**config.mk**
```make
export PLATFORM = sky130hd
export DESIGN_NAME = fetch_unit
export DESIGN_NICKNAME = d
export VERILOG_FILES = /design/src/rtl/fetch_unit.sv
export SDC_FILE = /design/constraint.sdc
export NUM_CORES = 1
export LEC_CHECK = 0
export BUFFER_PORTS_ARGS = -buffer_cell sky130_fd_sc_hd__buf_4
export CAP_MARGIN = 20
export CORE_ASPECT_RATIO = 1.5
export CORE_UTILIZATION = 54
export DETAILED_ROUTE_END_ITERATION = 7
export PLACE_DENSITY_LB_ADDON = 0.25
export RECOVER_POWER = 25
export SLEW_MARGIN = 20
export SYNTH_ARGS = -nofsm -noshare
export SYNTH_HDL_FRONTEND = slang
export SYNTH_SLANG_ARGS = --single-unit
```
**constraint.sdc**
```tcl
create_clock -name clk -period 4.9 [get_ports clk]
set_input_delay 0.98 -clock clk [delete_from_list [all_inputs] [get_ports clk]]
set_output_delay 0.98 -clock clk [all_outputs]
set_load 0.01 [all_outputs]
```
**src/rtl/fetch_unit.sv**
```systemverilog
// Instruction fetch stage: requests one word at a time, holds it for decode,
// and computes the next PC (sequential, branch or jump) when it is consumed.
module fetch_unit #(
  parameter logic [31:0] RESET_PC = 32'h0000_0000
) (
  input  logic        clk,
  input  logic        rst_n,
  output logic        imem_req,
  output logic [31:0] imem_addr,
  input  logic        imem_ack,
  input  logic [31:0] imem_rdata,
  output logic [31:0] Instr,
  output logic [5:0]  Op,
  output logic [31:0] PC,
  output logic        instr_valid,
  input  logic        id_ready,
  input  logic        Jump,
  input  logic        Branch,
  input  logic        Beq,
  input  logic        Zero,
  output logic [1:0]  state_dbg
);

  // Handshakes: imem_req stays high with a stable imem_addr until a cycle with
  // imem_ack; instr_valid stays high with stable Instr/PC until a cycle with id_ready.

  typedef enum logic [1:0] {
    S_IDLE  = 2'd0,
    S_FETCH = 2'd1,
    S_HOLD  = 2'd2
  } state_t;

  localparam logic [31:0] RESET_PC_W = {RESET_PC[31:2], 2'b00};

  state_t      state;
  logic [31:0] pc4;
  logic [31:0] br_off;
  logic        taken;
  logic [31:0] pc_next;

  // All adds are plain 32-bit, so wrap-around at 2^32 falls out naturally.
  assign pc4     = PC + 32'd4;
  assign br_off  = {{14{Instr[15]}}, Instr[15:0], 2'b00};
  assign taken   = Branch & (Beq ? Zero : ~Zero);
  assign pc_next = Jump  ? {pc4[31:28], Instr[25:0], 2'b00} :
                   taken ? (pc4 + br_off) : pc4;

  assign imem_addr = PC;
  assign Op        = Instr[31:26];
  assign state_dbg = state;

  always_ff @(posedge clk or negedge rst_n) begin
    if (!rst_n) begin
      state       <= S_IDLE;
      PC          <= RESET_PC_W;
      Instr       <= 32'h0;
      instr_valid <= 1'b0;
      imem_req    <= 1'b0;
    end else begin
      case (state)
        S_IDLE: begin
          state    <= S_FETCH;
          imem_req <= 1'b1;
        end
        S_FETCH: begin
          if (imem_ack) begin
            Instr       <= imem_rdata;
            instr_valid <= 1'b1;
            imem_req    <= 1'b0;
            state       <= S_HOLD;
          end
        end
        S_HOLD: begin
          // No prefetch: the next request only goes out after this consume.
          if (id_ready) begin
            PC          <= pc_next;
            instr_valid <= 1'b0;
            imem_req    <= 1'b1;
            state       <= S_FETCH;
          end
        end
        default: begin
          state       <= S_IDLE;
          instr_valid <= 1'b0;
          imem_req    <= 1'b0;
        end
      endcase
    end
  end

endmodule

```
==> results.yml <==
detailed_routing:
  drt_pass1_iterations: 7
  drt_iter0_markers: 376
  vias: 5193
  avgViaCountPerCell: 6.19
  wl_mm: 16.4
  ant_nets: 0
  wl_per_cell_um: 19.5
  drt_drc_violations_left: 8
synth:
  synth_warnings: 0
  synth.top_cells.by_area: "dfrtp_1 29%, ha_1 8.3%, mux2_2 6.7%"
  synth-compound-area-share_pct: 21.1
  postSynthAreaPerCell_um2: 8.90
  synth_xor_area_share_pct: 8.05
  synth-simple-area-share_pct: 16.1
  ys_types: 75
  synth_top_family_by_area: "compound AO/OA/AOI/OAI gates"
  synth_fa_ha_area_share_pct: 8.70
  synth-main-ff-cell: "dfrtp_1"
  yosys.cell_count.top_type: "dfrtp_1"
  synth_top_area_share_pct: 29.3
  synth.area.mux_share_pct: 7.41
  synth_area_mm2: 0.00555
  synth_edf_count: 0
  yosysSeqAreaShare_pct: 29.3
  synth-seq-cells: 65
  netlist.top_cell.by_area: "dfrtp_1"
  async_flop_share_pct: 100
  synthesis.instances: 624
  synth_commonest_cells: "65 x dfrtp_1, 64 x nand2_1, 44 x buf_4"
sta:
  maxSlewHeadroom_pct: -14.9
  fin_crit_ns: 4.04
  fmax_mhz: 247
  final_hold_viol_count: 0
  finalSetupViolations: 0
  rsz0062_at_grt: "false"
  hold_slack_ns: 0.528
  min_period_over_period_pct: 82.5
  fin_tns_setup_ns: 0
  drv_slew: 66
  worst_slew_pin_slew_ns: 1.72
  clock_skew_ns: 0.00778
global_routing:
  groute.usage.overall_pct: 30.7
  overflow: 0
  antenna_found_initial: 0
  grt_start_max_net_pins: 66
  grt_util_met1_pct: 31.7
  grt_pass1_wl_mm: 25.7
  grtUsageMet3_pct: 4.59
  grt_busiest_layer: "met2"
  gr-usage-met2_pct: 57.7
  grt_pass1_vias: 5207
floorplan:
  die_area_mm2: 0.0107
  io_pins: 146
  die_y_um: 126
  coreArea_mm2: 0.0101
  die_x_um: 84.8
  rows: 45
  start_util_pct: 55.1
placement:
  port_buffers: 141
  dp_cells: 823
  place.gp.congestion: 0.917
  dpl.hpwl_mm: 11.8
power:
  p_leak_nw: 3.14
  finalPower_mw: 5.51
  vdd_drop_max_mv: 0.432
  p_per_area_mw_per_mm2: 827
critical_path:
  crit_arrival_ns: 4.21
  cpPeakStageDelay_ns: 0.47
  worstPathMaxFanout: 8
  cp_slowest_cell: "dfrtp_1"
  path_cells: "and4_1 > and4_1 > nand3_1 > xnor2_1 > ha_1 > a21oi_1 > nor3b_1 > o21ai_1 > a221oi_2 > a211oi_1 > a311oi_2 > o21bai_1 > xnor2_1 > o221ai_1"
  start_kind: "register"
  setup.worst_path.class: "register to register"
  cp.required_ns: 5.07
  crit_family: "compound AO/OA/AOI/OAI gates"
  critPathCaptureType: "register"
  cp_num_buf_inv: 0
cts:
  path_clk_slew_ns: 0.06
  ctsLongestPathBuffers: 2
  cts.sinks: 65
  cts_made_buffers: 9
  clockRootBuffer: "clkbuf_16"
  htreeDepth: 3
  clk_latency_ns: 0.34
  postCtsSetupBuffers: 0
  cts_tree: "done"
  hold_buffers: 0
  ctsResizeCount: 0
finish:
  drive_above_1_share_pct: 30.6
  fillCellCount: 855
  final_util_pct: 66.1
  diodes: 0
  fin_cells: 839
  nets: 795
  syn_to_final_growth_pct: 20.0
hold_path:
  hold_path_class: "register to register"
flow_run:
  maxCapViolCount: 1
status:
  status: "complete, but fails checks"
  violations: "design-rule violations, max-capacitance violations, max-slew violations"
-- cells in the final DEF (no fill, tap or decap), types with 5 or more instances in the layout --
| cell type | instances |
|---|---|
| xor2_1 | 15 |
| a31oi_1 | 7 |
| xnor2_1 | 36 |
| a21o_1 | 18 |
| nor3_1 | 12 |
| and3_1 | 8 |
| inv_1 | 17 |
| nor2_1 | 33 |
| o22ai_1 | 5 |
| nand3_1 | 22 |
| dfrtp_1 | 65 |
| clkbuf_16 | 9 |
| o31ai_1 | 5 |
| ha_1 | 37 |
| nand4_1 | 9 |
| o21ai_0 | 36 |
| buf_4 | 143 |
| a21oi_1 | 37 |
| nand2_1 | 64 |
| o211ai_1 | 6 |
| a211oi_1 | 8 |
| mux2_2 | 33 |
-- kinds of logic after synthesis --
logic type,count (synthesis)
flip-flops,65
multiplexers,37
AND/OR/NAND/NOR,180
AO/OA/AOI/OAI,168
buffers and inverters,84
adder cells (fa/ha/maj),38
XOR/XNOR,51
other,1
-- state kept, by name, indices dropped and copies added (netlist names) --
signal	flops
imem_req	1
state_dbg	1
Instr	32
PC	30
instr_valid	1
-- final cells by class --
| type | count | area [um2] | share of cell area, % |
|---|---|---|---|
| Timing Repair Buffer | 145 | 1090 | 16.3 |
| Clock inverter | 6 | 72.6 | 1.09 |
| Tap cell | 117 | 146 | 2.20 |
| Multi-Input combinational cell | 478 | 3420 | 51.4 |
| Clock buffer | 10 | 239 | 3.59 |
| Sequential cell | 65 | 1630 | 24.4 |
| Inverter | 18 | 67.6 | 1.01 |
-- stage by stage --
stage | area, um2 | worst slack [ns]
6_report | 6660 | 0.855
3_3_place_gp | 6350 | 1.04
3_5_place_dp | 6350 | 0.970
2_1_floorplan | 5560 | 1.37
4_1_cts | 6670 | 0.947
5_1_grt | 6660 | 0.609
-- final timing paths --
path                                   from     endpoint  slack [ns]  cells after the start
worst max-delay path                  PC[4]       PC[24]        0.86                     14
worst min-delay path            instr_valid  instr_valid        0.53                      2
worst max register to register        PC[4]       PC[24]        0.86                     14
worst min register to register  instr_valid  instr_valid        0.53                      2
max in group asynchronous             rst_n       PC[23]        2.77                      1
min in group asynchronous             rst_n       PC[25]        1.08                      1
-- routing by layer --
metal / share of wire (%) / vias up
met4: 4.6 / 0
met2: 55 / 210
li1: - / 2412
met3: 4.5 / 60
met1: 36 / 2511
met5: 0 / -
-- tightest hold or removal path: stages, from the launching register on --
cell,delay (ns)
dfrtp_1,0.37
nand2_1,0.05
o21ai_0,0.07
-- power breakdown --
group | internal, mW | total (mW) | switching (mW)
clock network | 0.414 | 0.679 | 0.265
registers | 0.792 | 1.19 | 0.394
logic | 1.71 | 3.64 | 1.94
Power figures use the tool's default switching activity.
